--- config.mk ---
export PLATFORM = sky130hd
export DESIGN_NAME = seg_scan_mux
export DESIGN_NICKNAME = d
export VERILOG_FILES = /design/src/rtl/seg_pkg.sv /design/src/rtl/tick_gen.sv /design/src/rtl/seg_scan_mux.sv
export SDC_FILE = /design/constraint.sdc
export NUM_CORES = 1
export LEC_CHECK = 0
export BUFFER_PORTS_ARGS = -buffer_cell sky130_fd_sc_hd__buf_2
export CAP_MARGIN = 20
export CORE_UTILIZATION = 55
export DETAILED_ROUTE_END_ITERATION = 12
export PLACE_DENSITY = 0.83
export SLEW_MARGIN = 20
export SYNTH_ARGS = -nofsm -noshare
export SYNTH_HDL_FRONTEND = slang
export SYNTH_SLANG_ARGS = --single-unit
--- constraint.sdc ---
create_clock -name clk -period 5.1 [get_ports clk]
set_input_delay 0.51 -clock clk [delete_from_list [all_inputs] [get_ports clk]]
set_output_delay 0.51 -clock clk [all_outputs]
set_load 0.02 [all_outputs]
--- src/rtl/seg_pkg.sv ---
// Shared constants and helpers for the 7-segment scan logic.
package seg_pkg;

   localparam int N_DIGITS = 4;
   localparam logic [N_DIGITS-1:0] ANODE_OFF = 4'b1111;

   // Active-low one-hot anode pattern for digit idx.
   function automatic logic [N_DIGITS-1:0] anode_onehot_n(input logic [1:0] idx);
      return ~(4'b0001 << idx);
   endfunction

endpackage

--- src/rtl/tick_gen.sv ---
// Free-running slot counter: counts 0..CLK_DIV-1 and flags the last cycle.
module tick_gen #(
   parameter int CLK_DIV = 50000,
   localparam int CW = (CLK_DIV > 1) ? $clog2(CLK_DIV) : 1
) (
   input  logic          clk,
   input  logic          rst,
   output logic [CW-1:0] cnt,
   output logic          wrap
);

   logic [CW-1:0] cnt_reg;

   assign wrap = (cnt_reg == CW'(CLK_DIV - 1));
   assign cnt  = cnt_reg;

   always_ff @(posedge clk) begin
      if (rst) begin
         cnt_reg <= '0;
      end else if (wrap) begin
         cnt_reg <= '0;
      end else begin
         cnt_reg <= cnt_reg + 1'b1;
      end
   end

endmodule

--- src/rtl/seg_scan_mux.sv ---
// 4-digit common-anode display scanner with tear-free loads, leading-zero
// blanking and an all-off guard interval at the start of every digit slot.
module seg_scan_mux
   import seg_pkg::*;
#(
   parameter int CLK_DIV = 50000,
   parameter int GUARD   = 16
) (
   input  logic          clk,
   input  logic          rst,
   input  logic          load,
   input  logic [15:0]   value,
   input  logic [3:0]    dp_in,
   input  logic          lz_blank,
   output logic [3:0]    digit_nibble,
   output logic [3:0]    anode_n,
   output logic          dp_n,
   output logic          frame_tick
);

   localparam int CW = (CLK_DIV > 1) ? $clog2(CLK_DIV) : 1;

   logic [CW-1:0]         cnt;
   logic                  wrap;
   logic [1:0]            idx_reg;
   logic                  boundary;
   logic                  guard_active;

   logic [15:0]           stage_val_reg;
   logic [3:0]            stage_dp_reg;
   logic                  pending_reg;
   logic [15:0]           shadow_val_reg;
   logic [3:0]            shadow_dp_reg;

   logic [N_DIGITS-1:0]   blank_mask;
   logic                  anode_on;

   logic [3:0]            nibble_reg;
   logic [3:0]            anode_n_reg;
   logic                  dp_n_reg;
   logic                  frame_tick_reg;

   tick_gen #(.CLK_DIV(CLK_DIV)) u_tick (
      .clk  (clk),
      .rst  (rst),
      .cnt  (cnt),
      .wrap (wrap)
   );

   assign boundary = wrap && (idx_reg == 2'd3);

   always_ff @(posedge clk) begin
      if (rst) begin
         idx_reg <= '0;
      end else if (wrap) begin
         idx_reg <= idx_reg + 1'b1;
      end
   end

   // Shadow only changes at the frame boundary, so a frame is never torn.
   always_ff @(posedge clk) begin
      if (rst) begin
         stage_val_reg  <= '0;
         stage_dp_reg   <= '0;
         pending_reg    <= 1'b0;
         shadow_val_reg <= '0;
         shadow_dp_reg  <= '0;
      end else if (boundary) begin
         pending_reg <= 1'b0;
         if (load) begin
            shadow_val_reg <= value;
            shadow_dp_reg  <= dp_in;
         end else if (pending_reg) begin
            shadow_val_reg <= stage_val_reg;
            shadow_dp_reg  <= stage_dp_reg;
         end
      end else if (load) begin
         stage_val_reg <= value;
         stage_dp_reg  <= dp_in;
         pending_reg   <= 1'b1;
      end
   end

   // Digit gi is blanked when it and every digit to its left are zero.
   generate
      for (genvar gi = 0; gi < N_DIGITS; gi++) begin : g_blank
         if (gi == 0) begin : g_units
            assign blank_mask[gi] = 1'b0;
         end else begin : g_upper
            assign blank_mask[gi] = lz_blank && (shadow_val_reg[4*N_DIGITS-1:4*gi] == '0);
         end
      end
   endgenerate

   generate
      if (GUARD > 0) begin : g_guard
         assign guard_active = (cnt < CW'(GUARD));
      end else begin : g_noguard
         assign guard_active = 1'b0;
      end
   endgenerate

   assign anode_on = !guard_active && !blank_mask[idx_reg];

   always_ff @(posedge clk) begin
      if (rst) begin
         nibble_reg     <= '0;
         anode_n_reg    <= ANODE_OFF;
         dp_n_reg       <= 1'b1;
         frame_tick_reg <= 1'b0;
      end else begin
         nibble_reg     <= shadow_val_reg[4*idx_reg +: 4];
         anode_n_reg    <= anode_on ? anode_onehot_n(idx_reg) : ANODE_OFF;
         dp_n_reg       <= anode_on ? ~shadow_dp_reg[idx_reg] : 1'b1;
         frame_tick_reg <= boundary;
      end
   end

   assign digit_nibble = nibble_reg;
   assign anode_n      = anode_n_reg;
   assign dp_n         = dp_n_reg;
   assign frame_tick   = frame_tick_reg;

endmodule

==> out/metrics.cfg <==
[run_status]
status = complete, no violations

[clocking]
root_buffer = clkbuf_8
cts_hold_buf = 0
clkTransAtPathRegs_ns = 0.08
cts_buffer_depth = 2
cts.sinks = 69
clock_latency_ns = 0.35
cts-buffers-inserted = 9
post_cts_buffers = 0
cts_tree = yes
ctsHtreeMaxLevel = 3
post_cts_resized = 0

[worst_setup_path]
required_ns = 5.34
endpoint_kind = flop
rr_worst_depth = 6
cp.arrival_ns = 2.31
path_max_fanout = 20
r2r_slack_ns = 3.03
critical_path_class = flop to flop
startpoint_type = flop

[timing]
holdWs_ns = 0.421
skew_ns = 0.00909
maxSlewViolCount = 0
worst_pin_slew_ns = 0.656
fin_setup_tns_ns = 0
relSlewSlack = 0.562
finalSetupViolCount = 0
post-route-period-util = 0.406
hold_viol = 0
max_freq_mhz = 483
period_needed_ns = 2.07
rsz0062_at_grt = no

[min_path]
hold_path_depth = 3
hp-class = input pin to flop

[floorplanning]
ios = 34
start_util = 0.580
num_rows = 28
core-area_mm2 = 0.00606
die_area_mm2 = 0.00672
die_w_um = 82.0
die_y_um = 82.0

[job]
cap_viol_max_count = 0

[finish]
nets = 394
fill_cells = 474
drive_gt1_frac = 0.224
finalInstanceArea_mm2 = 0.00384
insertedDiodeCount = 0
syn_to_final_growth_pct = 9.18

[power_and_ir_drop]
power_frac_comb = 0.067
pwr-share-seq = 0.516
pwr-share-clk = 0.417
switching_share = 0.246
power_density_mw_per_mm2 = 281
internal-power_w = 0.000814
p_leak_nw = 1.66
p_sw_w = 0.000265
vdd_ir_drop_max_mv = 0.196

[placed_design]
hpwl_mm = 4.07
dpl_cell_area_mm2 = 0.00364
portBuffers = 33
place_congestion = 0.773

[synthesis]
yosysSeqAreaShare = 0.393
yosys_most_used_dff = dfxtp_1
yosys_warnings = 0
synth_area_leaders = dfxtp_1, mux2i_1, mux2_4
syn_avg_cell_area_um2 = 10.3
synth_edf_count = 0
syn_inst = 342
async_reset_ff_frac = 0
synth_area_mm2 = 0.00352
synth-seq-cells = 69
yosysTopAreaCell = dfxtp_1
synth_nets = 371
synthTopCellsByCount = dfxtp_1, nand2b_1, mux2i_1
yosysMostFrequentCell = dfxtp_1
synth_cell_types = 39
synth_top_area_share = 0.393

[routing]
vias = 2405
first_pass_iters = 4
vias_per_cell = 5.40
avgRoutedWirePerCell_um = 13.8
postRouteAntennaNets = 0
wirelength_mm = 6.14
drt_iter0_markers = 140
drc = 0

[grt]
antenna_found_initial = 0
grt-ovfl-total = 0
grt_start_max_net_pins = 92
grtUsageTotal = 0.204
grt_pass1_vias = 2216
grt_pass1_wl_mm = 10.3

==> per-stage QoR <==
stage                     power [W]  cells   util  setup slack [ns]
after floorplan            0.000625    342      -              3.32
after global placement     0.000640    429  0.601              2.81
after detailed placement   0.000643    429  0.601              2.75
after CTS                   0.00109    445  0.634              3.02
after global routing        0.00112    445  0.634              2.89
final                       0.00108    445  0.634              3.03
==> layout make-up <==
| class | instances | area, µm² | area share |
|---|---|---|---|
| Inverter | 4 | 15.0 | 0.00391 |
| Timing Repair Buffer | 36 | 188 | 0.0489 |
| Tap cell | 75 | 93.8 | 0.0244 |
| Clock inverter | 7 | 75.1 | 0.0196 |
| Multi-Input combinational cell | 245 | 1960 | 0.511 |
| Sequential cell | 69 | 1380 | 0.360 |
| Clock buffer | 9 | 124 | 0.0323 |
==> layout by cell type, fill, tap and decap left out, types with 2 or more instances in the layout <==
cell	n
clkinv_4	3
mux2i_1	40
and2_1	4
ha_1	5
a21oi_1	6
or3_1	2
nor2b_1	4
and2b_1	20
buf_2	33
nor4_1	2
inv_1	4
and3_1	4
buf_4	3
xor2_1	8
nor3_1	4
clkinv_2	2
or4_1	3
nand2b_1	41
clkbuf_8	9
dfxtp_1	69
nand4_1	6
mux2_4	20
and4_1	2
xnor2_1	3
nand3_1	11
nor2_1	37
o21ai_0	4
mux4_2	5
nand2_1	4
==> cell families after synthesis <==
group	synth area share
adder cells (fa/ha/maj)	0.0178
buffers and inverters	0.0491
AND/OR/NAND/NOR	0.255
XOR/XNOR	0.0274
multiplexers	0.231
AO/OA/AOI/OAI	0.0267
flip-flops	0.393
==> power by group through the flow <==
stage | clock network [W] | logic [W] | registers (W)
6_report | 0.000450 | 0.0000723 | 0.000557
2_1_floorplan | 0 | 0.0000570 | 0.000568
3_3_place_gp | 0 | 0.0000709 | 0.000569
5_1_grt | 0.000483 | 0.0000804 | 0.000559
4_1_cts | 0.000459 | 0.0000735 | 0.000557
3_5_place_dp | 0 | 0.0000730 | 0.000570
==> worst paths after layout <==
kind,from,endpoint
max,u_tick.cnt[0],shadow_val_reg[4]
min,value[1],stage_val_reg[1]
max reg2reg,u_tick.cnt[0],shadow_val_reg[4]
min reg2reg,u_tick.cnt[0],u_tick.cnt[0]
==> routing by layer <==
| metal | part of all wire | vias up | GRT usage | wire [µm] |
|---|---|---|---|---|
| met5 | 0 | - | 0 | 0 |
| met4 | 0.014 | 0 | 0.105 | 88 |
| met3 | 0.032 | 9 | 0.0367 | 194 |
| met2 | 0.45 | 49 | 0.303 | 2780 |
| met1 | 0.50 | 1132 | 0.280 | 3080 |
| li1 | - | 1215 | - | - |
==> worst max-delay path, stage by stage (launching register included) <==
cell and delay (ns):
dfxtp_1 0.35, ha_1 0.20, and3_1 0.31, nand4_4 0.15, nor4b_4 0.23, buf_4 0.38, mux2_4 0.34
No activity file was read; power rests on OpenSTA's default activity.
